[src/rtl/word_compare_seq.sv]
// rtl/word_compare_seq.sv - sequenced multi-nibble equality comparator
//
// comparator_4bit: the shared 4-bit equality block, reused once per nibble.
// word_compare_seq: walks two latched words LSB nibble first through one
// comparator_4bit and reports equality plus the lowest mismatching nibble.

module comparator_4bit (
  input  logic [3:0] a,
  input  logic [3:0] b,
  output logic       eq
);

  // Pure combinational nibble equality
  assign eq = (a == b);

endmodule

module word_compare_seq #(
  parameter int NIBBLES    = 4,
  parameter int EARLY_EXIT = 1
) (
  input  logic                         clk,
  input  logic                         rst_n,
  input  logic                         start,
  input  logic [4*NIBBLES-1:0]         a_in,
  input  logic [4*NIBBLES-1:0]         b_in,
  output logic                         ready,
  output logic                         busy,
  output logic                         done,
  output logic                         equal,
  output logic [((NIBBLES <= 2) ? 1 : $clog2(NIBBLES))-1:0] mismatch_idx
);

  localparam int W    = 4 * NIBBLES;
  localparam int IDXW = (NIBBLES <= 2) ? 1 : $clog2(NIBBLES);
  localparam logic [IDXW-1:0] LAST_IDX = IDXW'(NIBBLES - 1);

  typedef enum logic [1:0] {
    S_IDLE    = 2'd0,
    S_COMPARE = 2'd1,
    S_DONE    = 2'd2
  } state_t;

  state_t          state_q, state_d;
  logic [W-1:0]    a_q, a_d;
  logic [W-1:0]    b_q, b_d;
  logic [IDXW-1:0] idx_q, idx_d;
  logic            equal_q, equal_d;
  logic [IDXW-1:0] mismatch_idx_q, mismatch_idx_d;
  logic            miss_seen_q, miss_seen_d;

  logic [3:0]      nib_a;
  logic [3:0]      nib_b;
  logic            nib_eq;

  // Select the shadow nibble addressed by idx for the shared comparator
  always_comb begin
    nib_a = a_q[{idx_q, 2'b00} +: 4];
    nib_b = b_q[{idx_q, 2'b00} +: 4];
  end

  comparator_4bit u_cmp (
    .a  (nib_a),
    .b  (nib_b),
    .eq (nib_eq)
  );

  // Next-state and result computation for the IDLE/COMPARE/DONE sequence
  always_comb begin
    state_d        = state_q;
    a_d            = a_q;
    b_d            = b_q;
    idx_d          = idx_q;
    equal_d        = equal_q;
    mismatch_idx_d = mismatch_idx_q;
    miss_seen_d    = miss_seen_q;

    case (state_q)
      S_IDLE: begin
        if (start) begin
          a_d            = a_in;
          b_d            = b_in;
          idx_d          = '0;
          equal_d        = 1'b0;
          mismatch_idx_d = '0;
          miss_seen_d    = 1'b0;
          state_d        = S_COMPARE;
        end
      end

      S_COMPARE: begin
        if (!nib_eq && (EARLY_EXIT != 0)) begin
          // First mismatch ends the scan immediately
          mismatch_idx_d = idx_q;
          equal_d        = 1'b0;
          state_d        = S_DONE;
        end else begin
          // Only the lowest mismatching nibble is remembered
          if (!nib_eq && !miss_seen_q) begin
            mismatch_idx_d = idx_q;
            miss_seen_d    = 1'b1;
          end
          if (idx_q == LAST_IDX) begin
            equal_d = nib_eq && !miss_seen_q;
            state_d = S_DONE;
          end else begin
            idx_d = idx_q + IDXW'(1);
          end
        end
      end

      S_DONE: begin
        state_d = S_IDLE;
      end

      default: begin
        state_d = S_IDLE;
      end
    endcase
  end

  // All state registers; asynchronous reset returns to IDLE with cleared results
  always_ff @(posedge clk or negedge rst_n) begin
    if (!rst_n) begin
      state_q        <= S_IDLE;
      a_q            <= '0;
      b_q            <= '0;
      idx_q          <= '0;
      equal_q        <= 1'b0;
      mismatch_idx_q <= '0;
      miss_seen_q    <= 1'b0;
    end else begin
      state_q        <= state_d;
      a_q            <= a_d;
      b_q            <= b_d;
      idx_q          <= idx_d;
      equal_q        <= equal_d;
      mismatch_idx_q <= mismatch_idx_d;
      miss_seen_q    <= miss_seen_d;
    end
  end

  // Status outputs decoded straight from the registered state
  always_comb begin
    ready        = (state_q == S_IDLE);
    busy         = (state_q == S_COMPARE);
    done         = (state_q == S_DONE);
    equal        = equal_q;
    mismatch_idx = mismatch_idx_q;
  end

endmodule

[config.mk]
export PLATFORM = sky130hd
export DESIGN_NAME = word_compare_seq
export DESIGN_NICKNAME = d
export VERILOG_FILES = /design/src/rtl/word_compare_seq.sv
export SDC_FILE = /design/constraint.sdc
export NUM_CORES = 1
export LEC_CHECK = 0
export CORE_UTILIZATION = 49
export DETAILED_ROUTE_END_ITERATION = 10
export PLACE_DENSITY_LB_ADDON = 0.1
export REMOVE_ABC_BUFFERS = 1
export SYNTH_ARGS = -nofsm -noshare
export SYNTH_HDL_FRONTEND = slang
export SYNTH_SLANG_ARGS = --single-unit
[constraint.sdc]
create_clock -name clk -period 1.8 [get_ports clk]
set_clock_uncertainty 0.1 [all_clocks]
set_input_delay 0.18 -clock clk [delete_from_list [all_inputs] [get_ports clk]]
set_output_delay 0.18 -clock clk [all_outputs]
set_load 0.02 [all_outputs]
==> flow_summary.ini <==
[clock_tree]
clock_sinks = 40
clk_path_buf_depth = 2
cts_buffers = 5
cts_setup_buffers = 0
ctsRootBufferMaster = clkbuf_8
cts_tree = built
clk_pin_slew_ns = 0.08
clock_latency_ns = 0.29
htreeDepth = 2

[route]
drt_iter0_drc = 31
firstDrtPassIters = 4
via_per_inst = 5.07
drc = 0
routed-via-count = 1152
wl_per_cell_um = 14.5
antenna_left = 0
wl_mm = 3.29

[logic_synthesis]
synth_area_per_cell_sq_um = 13.9
synth_area_leaders = dfrtp_1 (55%), mux2_2 (21%), xor2_1 (5.8%), xnor2_1 (1.9%), nor2_1 (1.5%)
synth_largest_area_cell = dfrtp_1
ys_warn_count = 0
synth_seq_area_share_pct = 55.4
syn-cell-area_sq_um = 1810
synth_seq_cells = 40
synth_cell_types = 27
yosysMostFrequentCell = dfrtp_1
yosysTopAreaCellShare_pct = 55.4
netlist_top_cells_count = dfrtp_1 (40), mux2_2 (34), xor2_1 (12)
synthArstFlopShare_pct = 100
synth_edf_count = 0
syn_inst = 130
synthFlopType = dfrtp_1

[sta]
finalSetupTns_ns = -0.0289
grt_setup_unrepaired = true
hold_violations = 0
fmax_ghz = 0.551
worst_pin_slew_ns = 0.504
min_period_over_period_pct = 101
min_period_ns = 1.82
slew_headroom_pct = 66.4
setup_viol = 2
maxSlewViolCount = 0
fin_ws_ns = -0.0152

[placed_design]
io_buffers = 40
routabilityCongestion = 0.799
dpl_cell_area_sq_um = 2280
hpwl_mm = 2.35

[floorplanning]
pin_count = 41
initial_core_util_pct = 52.5
dieHeight_um = 62.7
die-area_sq_um = 3930
num_rows = 21
die_x_um = 62.7
fp.coreArea_sq_um = 3440

[global_routing]
track_usage_pct = 17.7
antenna_found_initial = 0
grt_pass1_vias = 1273
grt_max_degree = 41
grt_overflow = 0
grt_pass1_wl_mm = 5.39

[pwr]
pwr-share-comb_pct = 35.1
p_int_mw = 2.85
power_frac_clock_pct = 24.6
seqPwrFrac_pct = 40.3
ir_drop_mv = 0.917
power_switching_mw = 1.19
cellLeakagePower_nw = 1.06
swShare_pct = 29.5
powerDensity_nw_per_um2 = 1650

[outcome]
violations = negative setup slack
status = finished with violations

[layout]
area_delta_synth_final_pct = 35.9
postLayoutCellArea_sq_um = 2450
drive_gt1_share_pct = 30.4
fillers = 253
nets = 216
multi_input_area_sq_um = 778
insertedDiodeCount = 0
seqCellArea_sq_um = 1000

[critical_path]
cp-start-kind = register
crit_buf_inv = 0
cp_cell_sequence = xor2_1, nor4_1, and3_4, nor4_4, mux2_2
critPathTopFamily = simple AND/OR/NAND/NOR gates
crit_required_ns = 1.87
critPathCaptureType = register
critPathKind = reg -> reg
crit_slowest_cell = dfrtp_1
critical-path-max-stage-delay_ns = 0.39
worst-path-max-fanout = 4
arrival_ns = 1.88

[min_path]
min_path_type = in -> async

[run]
maxCapViolations = 0
## power groups by stage
stage / registers (mW) / clock network (mW) / logic (mW)
3_5_place_dp: 1.65 / 0 / 1.43
3_3_place_gp: 1.61 / 0 / 1.38
2_1_floorplan: 1.58 / 0 / 1.02
6_report: 1.63 / 0.995 / 1.42
5_1_grt: 1.68 / 1.05 / 1.54
4_1_cts: 1.63 / 1.02 / 1.44
## cell type report
type,instances,share of cell area (%)
Tap cell,46,2.34
Timing Repair Buffer,47,18.4
Clock inverter,3,3.67
Inverter,2,0.306
Sequential cell,40,40.8
Multi-Input combinational cell,84,31.7
Clock buffer,5,2.80
## cell families after synthesis
logic type                 Yosys count  synth area share (%)
buffers and inverters                6                  1.52
xor gates and xnor gates            16                  7.76
AOI/OAI and AO/OA                    7                  3.26
and+or+nand+nor                     25                  9.63
adders and majority gates            1                 0.692
DFF                                 40                  55.4
muxes                               35                  21.7
## metrics by stage
stage / hold WS [ns] / instances / utilization (%) / worst slack [ns] / power (mW)
floorplan: -0.216 / 126 / - / -0.741 / 2.60
global placement: 0.156 / 218 / 66.4 / 0.0471 / 2.99
detailed placement: 0.161 / 218 / 66.4 / 0.00729 / 3.08
CTS: 0.387 / 227 / 71.2 / -0.0381 / 4.09
global route: 0.403 / 227 / 71.3 / -0.0957 / 4.27
finish: 0.384 / 227 / 71.3 / -0.0152 / 4.04
## state kept, by name, indices dropped and copies added (netlist names)
register and cells:
a_q 16, b_q 16, equal 1, idx_q 2, mismatch_idx 2, miss_seen_q 1
state_q 2
## cells in the final DEF, fill, tap and decap left out, types with 2 or more instances in the layout
cell type / synthesis / layout
dfrtp_1: 40 / 40
clkdlybuf4s50_1: 0 / 37
mux2_2: 34 / 34
xor2_1: 12 / 12
nor2_1: 7 / 7
buf_4: 0 / 6
clkbuf_8: 0 / 5
nor2b_1: 4 / 4
xnor2_1: 4 / 4
and2_1: 3 / 3
nor4_1: 3 / 3
bufinv_16: 0 / 3
inv_1: 2 / 2
## layer usage
| layer | wire length [um] | global-route usage (%) | up-vias |
|---|---|---|---|
| met3 | 121 | 4.56 | 4 |
| met1 | 1410 | 19.9 | 568 |
| met2 | 1740 | 32.2 | 26 |
| met4 | 28 | 6.10 | 0 |
| li1 | - | - | 554 |
| met5 | 0 | 0 | - |
## worst reg2reg max path: cells and delay by family (launching register included)
kind | cells | cell delay, ns
muxes | 1 | 0.38
and+or+nand+nor | 3 | 0.64
DFF | 1 | 0.39
xor gates and xnor gates | 1 | 0.19
## worst paths after layout
check,slack (ns),start,depth (start not counted),to
worst max-delay path,-0.02,a_q[12]$_DFFE_PN0P_,5,mismatch_idx[0]$_DFFE_PN0P_
worst min-delay path,0.38,rst_n,3,equal$_DFFE_PN0P_
worst max register to register,-0.02,a_q[12]$_DFFE_PN0P_,5,mismatch_idx[0]$_DFFE_PN0P_
worst min register to register,0.39,miss_seen_q$_DFFE_PN0P_,2,miss_seen_q$_DFFE_PN0P_
max in group asynchronous,0.87,rst_n,3,a_q[1]$_DFFE_PN0P_
min in group clk,0.39,miss_seen_q$_DFFE_PN0P_,2,miss_seen_q$_DFFE_PN0P_
## repair_timing
item | CTS | global route
endpoints found under the hold margin | 40 | 0
endpoints found under the setup margin | 3 | 7
hold buffers | 1 | 0
gates resized for setup | 1 | 1
pin swaps | 1 | 1
Power figures use the tool's default switching activity.
